$ cat src/rtl/mips_fetch_pkg.sv
// ============================================================================
// Module   : mips_fetch_pkg
// Brief    : Shared MIPS definitions: fetch FSM encoding, instruction field
//            bit positions and common opcode/funct values.
// Revision : 1.0 - initial release
// ============================================================================
`default_nettype none

package mips_fetch_pkg;

    typedef enum logic [1:0] {
        ST_FETCH = 2'd0,
        ST_VALID = 2'd1,
        ST_HALT  = 2'd2
    } fetch_state_e;

    localparam int c_OPCODE_MSB = 31;
    localparam int c_OPCODE_LSB = 26;
    localparam int c_RS_MSB     = 25;
    localparam int c_RS_LSB     = 21;
    localparam int c_RT_MSB     = 20;
    localparam int c_RT_LSB     = 16;
    localparam int c_RD_MSB     = 15;
    localparam int c_RD_LSB     = 11;
    localparam int c_IMM_MSB    = 15;
    localparam int c_IMM_LSB    = 0;
    localparam int c_FUNCT_MSB  = 5;
    localparam int c_FUNCT_LSB  = 0;

    localparam logic [5:0] c_OP_SPECIAL = 6'h00;
    localparam logic [5:0] c_OP_J       = 6'h02;
    localparam logic [5:0] c_OP_BEQ     = 6'h04;
    localparam logic [5:0] c_OP_LW      = 6'h23;
    localparam logic [5:0] c_OP_SW      = 6'h2B;
    localparam logic [5:0] c_FUNCT_JR   = 6'h08;
    localparam logic [5:0] c_FUNCT_ADD  = 6'h20;

    localparam logic [31:0] c_PC_STEP = 32'd4;

    // Instruction addresses are always word aligned.
    function automatic logic [31:0] align_word(input logic [31:0] addr);
        return addr & ~32'h3;
    endfunction

endpackage

`default_nettype wire

$ cat src/rtl/pc_reg.sv
// ============================================================================
// Module   : pc_reg
// Brief    : 32-bit program counter with load enable and synchronous
//            active-low reset to RESET_PC.
// Revision : 1.0 - initial release
// ============================================================================
`default_nettype none

module pc_reg #(
    parameter logic [31:0] RESET_PC = 32'h0040_0000
) (
    input  logic        clock,
    input  logic        reset,
    input  logic        en_i,
    input  logic [31:0] d_i,
    output logic [31:0] q_o
);

    logic [31:0] pc_q;

    always_ff @(posedge clock) begin
        if (!reset) begin
            pc_q <= RESET_PC;
        end else if (en_i) begin
            pc_q <= d_i;
        end
    end

    assign q_o = pc_q;

endmodule

`default_nettype wire

$ cat src/rtl/mips_fetch.sv
// ============================================================================
// Module   : mips_fetch
// Brief    : MIPS instruction fetch stage: requests words from instruction
//            memory, holds one instruction for decode, handles redirects/halt.
// Revision : 1.0 - initial release
// ============================================================================
`default_nettype none

module mips_fetch
    import mips_fetch_pkg::*;
#(
    parameter logic [31:0] RESET_PC = 32'h0040_0000
) (
    input  logic        clock,
    input  logic        reset,
    output logic        imem_req,
    output logic [31:0] imem_addr,
    input  logic        imem_ack,
    input  logic [31:0] imem_data,
    input  logic        redirect_valid,
    input  logic [31:0] redirect_pc,
    input  logic        inst_ready,
    input  logic        except,
    output logic        inst_valid,
    output logic [31:0] inst,
    output logic [31:0] pc_out,
    output logic [5:0]  opcode,
    output logic [5:0]  funct,
    output logic [4:0]  rs,
    output logic [4:0]  rt,
    output logic [4:0]  rd,
    output logic [15:0] imm,
    output logic        halted
);

    fetch_state_e state_q, state_d;
    logic         kill_q, kill_d;
    logic [31:0]  inst_q, inst_d;
    logic [31:0]  pc_out_q, pc_out_d;
    logic [31:0]  pc_q;
    logic [31:0]  pc_d;
    logic         pc_en;

    pc_reg #(
        .RESET_PC (RESET_PC)
    ) u_pc_reg (
        .clock (clock),
        .reset (reset),
        .en_i  (pc_en),
        .d_i   (pc_d),
        .q_o   (pc_q)
    );

    always_ff @(posedge clock) begin
        if (!reset) begin
            state_q  <= ST_FETCH;
            kill_q   <= 1'b0;
            inst_q   <= 32'd0;
            pc_out_q <= 32'd0;
        end else begin
            state_q  <= state_d;
            kill_q   <= kill_d;
            inst_q   <= inst_d;
            pc_out_q <= pc_out_d;
        end
    end

    always_comb begin
        state_d  = state_q;
        kill_d   = kill_q;
        inst_d   = inst_q;
        pc_out_d = pc_out_q;
        pc_en    = 1'b0;
        pc_d     = pc_q;
        case (state_q)
            ST_FETCH: begin
                if (redirect_valid) begin
                    // Request stays in flight; a kill marks its eventual data as stale.
                    pc_en  = 1'b1;
                    pc_d   = align_word(redirect_pc);
                    kill_d = !imem_ack;
                end else if (imem_ack) begin
                    if (kill_q) begin
                        kill_d = 1'b0;
                    end else begin
                        inst_d   = imem_data;
                        pc_out_d = pc_q;
                        state_d  = ST_VALID;
                    end
                end
            end
            ST_VALID: begin
                if (redirect_valid) begin
                    pc_en   = 1'b1;
                    pc_d    = align_word(redirect_pc);
                    state_d = ST_FETCH;
                end else if (except) begin
                    state_d = ST_HALT;
                end else if (inst_ready) begin
                    pc_en   = 1'b1;
                    pc_d    = pc_q + c_PC_STEP;
                    state_d = ST_FETCH;
                end
            end
            ST_HALT: begin
                state_d = ST_HALT;
            end
            default: begin
                state_d = ST_FETCH;
            end
        endcase
    end

    assign imem_req   = (state_q == ST_FETCH);
    assign imem_addr  = pc_q;
    assign inst_valid = (state_q == ST_VALID);
    assign halted     = (state_q == ST_HALT);
    assign inst       = inst_q;
    assign pc_out     = pc_out_q;
    assign opcode     = inst_q[c_OPCODE_MSB:c_OPCODE_LSB];
    assign rs         = inst_q[c_RS_MSB:c_RS_LSB];
    assign rt         = inst_q[c_RT_MSB:c_RT_LSB];
    assign rd         = inst_q[c_RD_MSB:c_RD_LSB];
    assign imm        = inst_q[c_IMM_MSB:c_IMM_LSB];
    assign funct      = inst_q[c_FUNCT_MSB:c_FUNCT_LSB];

endmodule

`default_nettype wire

$ cat config.mk
export PLATFORM = sky130hd
export DESIGN_NAME = mips_fetch
export DESIGN_NICKNAME = d
export VERILOG_FILES = /design/src/rtl/mips_fetch_pkg.sv /design/src/rtl/pc_reg.sv /design/src/rtl/mips_fetch.sv
export SDC_FILE = /design/constraint.sdc
export NUM_CORES = 1
export LEC_CHECK = 0
export ABC_AREA = 1
export CAP_MARGIN = 10
export CORE_AREA = 2 2 161 116
export DETAILED_ROUTE_END_ITERATION = 16
export DIE_AREA = 0 0 163 118
export HOLD_SLACK_MARGIN = 0.05
export SLEW_MARGIN = 20
export SYNTH_ARGS = -nofsm -noshare
export SYNTH_HDL_FRONTEND = slang
export SYNTH_SLANG_ARGS = --single-unit
$ cat constraint.sdc
create_clock -name clock -period 3.5 [get_ports clock]
set_clock_uncertainty 0.1 [all_clocks]
set_input_delay 0.35 -clock clock [delete_from_list [all_inputs] [get_ports clock]]
set_output_delay 0.35 -clock clock [all_outputs]
set_load 0.005 [all_outputs]
==> reports/metrics.yaml, run 1 <==
setup_path:
  end_kind: "register"
  worst-path-stages: 7
  critPathLaunch: "redirect_valid"
  critPathArrivalTime_ps: 2230
  worst-r2r-cell-count: 10
  cpPeakStageDelay_ps: 510
  cp.required_ps: 3690
  crit_chain: "clkdlybuf4s50_1 -> or2_1 -> nand3_1 -> nand2_2 -> inv_2 -> nand2_1 -> a21oi_1"
  path_buf_inv: 2
  crit_type: "input pin to register"
  rr_startpoint: "u_pc_reg.q_o[3]$_SDFFE_PN0P_"
  slowest_stage: "clkdlybuf4s50_1"
  start_kind: "input pin"
  crit_fanout: 23
  crit_family: "buffers and inverters"
finish:
  num-fill-cells: 1835
  final_cell_area_sq_mm: 0.00708
  fin_nets: 912
  area_delta_synth_final_pct: 45.1
  diodes: 0
  drive_gt1_share_pct: 6.50
  layout_common_cells: "clkdlybuf4s50_1 (204), a21oi_1 (106), nand2_1 (99)"
  final_common_cell: "clkdlybuf4s50_1"
synthesis:
  syn_area_sq_mm: 0.00488
  ys_warn_count: 0
  yosysSeqAreaShare_pct: 39.0
  synth-edff-count: 0
  synth_flop_cell: "dfxtp_1"
  ys_ff_latch: 95
  ys_types: 32
  synthArstFlopShare_pct: 0
  avgSynthCellArea_sq_um: 7.01
  syn-instance-count: 696
pwr:
  ir_worst_vdd_uv: 219
  p_switching_mw: 0.812
  p_seq_share_pct: 45.0
  intPower_mw: 2.00
  power_frac_comb_pct: 20.2
  p_sw_share_pct: 28.8
  power.density_mw_per_mm2: 398
  p_leak_nw: 2.46
  clock_power_share_pct: 34.8
place:
  pre_cts_slack_ps: 1100
  dpl_cell_area_sq_mm: 0.00679
  dp_hpwl_mm: 11.6
  gp_congestion: 0.851
  port-buffer-count: 205
routing:
  ant_nets: 0
  via_per_inst: 4.51
  vias: 4884
  wl_per_cell_um: 14.7
  wl_mm: 15.9
  dr.pass1.iters: 5
  drc: 0
  drt_iter0_markers: 318
floorplanning:
  die_area_sq_mm: 0.0192
  io_pins: 212
  initial_core_util_pct: 27.6
  die_w_um: 163
  die-height_um: 118
  fp-row-count: 41
  coreArea_sq_mm: 0.0177
worst_hold_path:
  hp-class: "input pin to register"
  hold_path_depth: 3
  hp-start: "reset"
timing:
  rsz0062_at_grt: "false"
  fin_crit_sh_pct: 58.4
  final_hold_viol_count: 0
  finalCriticalPeriod_ps: 2050
  fmax_mhz: 489
  tns_ps: 0
  setup_ws_ps: 1450
  final-setup-viol-count: 0
  relSlewSlack_pct: 56.4
  maxSlewViolCount: 0
  worstMarginPinSlew_ps: 654
cts:
  cts_root_buffer: "clkbuf_16"
  path_clk_slew_ps: 70
  cts.path.max_buffers: 2
  htreeDepth: 3
  cts_resized: 0
  cts_tree: "yes"
  cts_hold_buffers: 0
  postCtsSetupBuffers: 0
  cts_sinks: 95
  cts_buffers: 9
  clk_latency_ps: 360
grt:
  grt_max_degree: 69
  track_usage_pct: 16.6
  grt_pass1_vias: 4532
  antenna_found_initial: 0
  grt_pass1_wl_mm: 24.8
  grt_overflow: 0
status:
  outcome: "complete, no violations"
job:
  cap_violations: 0
-- synthesized netlist by cell type, types with 5 or more instances --
library cell	instances	area [sq um]
a21oi_1	106	531
buf_2	12	60.1
buf_4	49	368
clkbuf_1	18	67.6
dfxtp_1	95	1900
inv_1	88	330
inv_2	7	26.3
nand2_1	99	372
nand2_2	6	37.5
nand3_1	35	175
nand4_1	5	31.3
nor2_1	37	139
nor2_2	5	31.3
nor2_4	8	90.1
o21a_1	9	67.6
o21ai_0	89	445
o21bai_1	5	37.5
-- metrics by stage --
stage | power [mW] | hold WS, ps | std cells | util (%)
after CTS | 2.86 | 285 | 1082 | 40.0
after global placement | 1.86 | 332 | 1066 | 38.3
after global routing | 2.98 | 308 | 1082 | 40.0
after floorplan | 1.53 | 340 | 699 | -
final | 2.82 | 292 | 1082 | 40.0
after detailed placement | 1.87 | 335 | 1066 | 38.3
-- logic make-up after synthesis --
kind of cell / after synthesis / synth area share (%)
compound gates: 217 / 23.2
flops: 95 / 39.0
simple gates: 204 / 19.4
fa+ha+maj: 1 / 0.257
other cells: 1 / 0.0769
xor+xnor: 3 / 0.539
buf+inv: 175 / 17.5
-- path summary, 6_finish.rpt --
path | end | slack [ps]
max | u_pc_reg.q_o[27]$_SDFFE_PN0P_ | 1450
min | u_pc_reg.q_o[7]$_SDFFE_PN0P_ | 290
max reg2reg | u_pc_reg.q_o[22]$_SDFFE_PN1P_ | 1550
min reg2reg | pc_out[24]$_SDFFE_PN0P_ | 340
-- worst reg2reg max path, cell delays in order, from the launching register on --
cell	delay (ps)
dfxtp_1	480
ha_1	290
inv_1	80
nor2_2	120
nand2_2	170
nor2_4	200
nand4_1	110
nand2_1	100
nand2_1	50
nand2_1	70
nand3_1	60
-- per-layer routing --
layer | routed length, um | track usage (%) | up-vias
li1 | - | - | 2489
met2 | 6880 | 25.6 | 170
met1 | 7680 | 22.6 | 2220
met4 | 94 | 2.71 | 0
met3 | 1240 | 5.99 | 5
met5 | 0 | 0 | -
-- flip-flops by register name, summed over array words and instances, names as in the netlist --
signal	flops
state_q	2
inst	32
u_pc_reg.q_o	30
kill_q	1
pc_out	30
-- cell type report --
type | count | area (sq um) | share of cell area, %
Sequential cell | 95 | 1900 | 26.9
Clock buffer | 9 | 225 | 3.18
Inverter | 95 | 357 | 5.04
Multi-Input combinational cell | 429 | 2140 | 30.2
Clock inverter | 7 | 65.1 | 0.920
Timing Repair Buffer | 211 | 2090 | 29.6
Tap cell | 236 | 295 | 4.17
-- power groups by stage --
stage	Combinational [mW]	Clock, mW	Sequential, mW
floorplan	0.260	0	1.27
global placement	0.570	0	1.29
detailed placement	0.574	0	1.29
CTS	0.577	1.01	1.27
global route	0.631	1.06	1.28
finish	0.570	0.979	1.27
No activity file was read; power rests on OpenSTA's default activity.
==> run 2: changes to the inputs <==
Clock period 3.5 ns to 1.78 ns, I/O delays scaled along.
==> run 2 against run 1 <==
  * Sequential cell count unchanged
  * Cell area increased by 6.2%
  * Combinational power increased by 130%
  * Global-route usage is essentially flat
  * Sequential share of layout area decreased by 1.5 points
  * Final cell count increased by 4.1%
  * Count of clock-buffer cells in the layout did not move
  * Hold slack worse by 130 ps
  * Sequential power is 94% higher
  * Non-clock buffer count rose by 44
  * Critical endpoint is now inst_valid
  * Largest cell class is now buffers
==> reports/metrics.yaml, run 2 (same netlist as run 1, synthesis figures left out) <==
routing:
  dr.pass1.iters: 4
  vias: 5064
  wl_mm: 16.1
  wl_per_cell_um: 14.3
  drt_iter0_markers: 319
  via_per_inst: 4.50
  ant_nets: 0
  drc: 0
place:
  dpl_cell_area_sq_mm: 0.00714
  pre_cts_slack_ps: -25.4
  dp_hpwl_mm: 12.4
  port-buffer-count: 205
  gp_congestion: 0.857
cts:
  htreeDepth: 3
  cts_sinks: 95
  cts_buffers: 9
  cts.path.max_buffers: 2
  cts_hold_buffers: 0
  path_clk_slew_ps: 70
  cts_root_buffer: "clkbuf_16"
  clk_latency_ps: 350
  cts_tree: "yes"
timing:
  rsz0062_at_grt: "true"
  fin_crit_sh_pct: 97.2
  setup_ws_ps: 50.5
  maxSlewViolCount: 0
  fmax_mhz: 578
  final-setup-viol-count: 0
  final_hold_viol_count: 0
  tns_ps: 0
  worst_hold_slack_ps: 160
  finalCriticalPeriod_ps: 1730
worst_hold_path:
  min_to: "pc_out[4]$_SDFFE_PN0P_"
  hp-class: "input pin to register"
  hold_path_depth: 3
  hp-start: "reset"
grt:
  grt_pass1_wl_mm: 25.1
  grt_util_met3_pct: 4.40
  grt_max_degree: 56
  track_usage_pct: 16.6
  top_usage_layer: "met2"
  met2_usage_pct: 25.2
  antenna_found_initial: 0
  grt_use_met1_pct: 23.5
  grt_overflow: 0
  grt_pass1_vias: 4592
floorplanning:
  io_pins: 212
  initial_core_util_pct: 27.6
  die-height_um: 118
  coreArea_sq_mm: 0.0177
  fp-row-count: 41
  die_area_sq_mm: 0.0192
  die_w_um: 163
setup_path:
  critPathArrivalTime_ps: 1450
  crit_fanout: 3
  start_kind: "register"
  rr_startpoint: "u_pc_reg.q_o[2]$_SDFFE_PN0P_"
  crit_type: "register to output port"
  reg2reg_slack_ps: 100
  worst-r2r-cell-count: 9
  critPathLaunch: "state_q[1]$_SDFFE_PN0P_"
  r2r-end: "u_pc_reg.q_o[16]$_SDFFE_PN0P_"
  end_kind: "output port"
  cp.required_ps: 1500
finish:
  drive_gt1_share_pct: 12.0
  layout_common_cells: "clkdlybuf4s50_1 (204), a21oi_1 (106), nand2_1 (99)"
  final_common_cell: "clkdlybuf4s50_1"
  diodes: 0
  final_cell_area_sq_mm: 0.00752
  fin_nets: 956
  area_delta_synth_final_pct: 54.1
  largest_register_ffs: 32
status:
  outcome: "complete, no violations"
pwr:
  ir_worst_vdd_uv: 373
  p_leak_nw: 2.72
  power.density_mw_per_mm2: 799
job:
  cap_violations: 0
[run 2: per-stage QoR]
stage               utilization (%)  instances  power, mW
floorplan                         -        699       3.01
global placement               40.3       1108       3.79
detailed placement             40.3       1108       3.80
CTS                            42.3       1124       6.09
global route                   42.5       1126       6.31
finish                         42.5       1126       6.01
[run 2: metal layers]
layer	vias to the layer above	share of wire, %
li1	2592	-
met1	2263	48
met2	193	43
met3	16	8.4
met4	0	1.2
met5	-	0
[run 2: cell type report]
type,instances,area [sq um]
inverters,95,357
fillers,1835,10200
clock inverters,7,119
flip-flops and latches,95,1910
well taps,236,295
multi-input cells,429,2150
clock buffers,9,225
repair buffers,255,2460
[run 2: critical path: stages, from the launching register on]
cell,delay [ps]
dfxtp_1,330
inv_1,100
nand2_2,90
inv_2,80
clkdlybuf4s50_1,510
[run 2: worst max path at each step]
stage,end,slack [ps],cells past startpoint
floorplan,u_pc_reg.q_o[22]$_SDFFE_PN1P_,210,10
global placement,u_pc_reg.q_o[18]$_SDFFE_PN0P_,-10,8
detailed placement,u_pc_reg.q_o[18]$_SDFFE_PN0P_,-30,8
CTS,imem_addr[18],20,2
global route,u_pc_reg.q_o[22]$_SDFFE_PN1P_,-30,10
finish,inst_valid,50,4
[run 2: what timing repair did]
item,4_1_cts,5_1_grt
resized for setup,0,10
buffers inserted,0,2
endpoints found under the setup margin,0,10
[run 2: power breakdown]
| group | internal (mW) | total [mW] | leakage (nW) | switching [mW] |
|---|---|---|---|---|
| clock network | 1.38 | 2.26 | 0.162 | 0.882 |
| logic | 0.772 | 1.29 | 1.77 | 0.521 |
| registers | 2.30 | 2.46 | 0.785 | 0.159 |
| total | 4.44 | 6.01 | 2.72 | 1.56 |
==> run 3: changes to the inputs <==
Settings changed: TNS_END_PERCENT from default to 100.
==> results of run 3 <==
The final DEF is identical to that of run 2; final timing and power are the same.
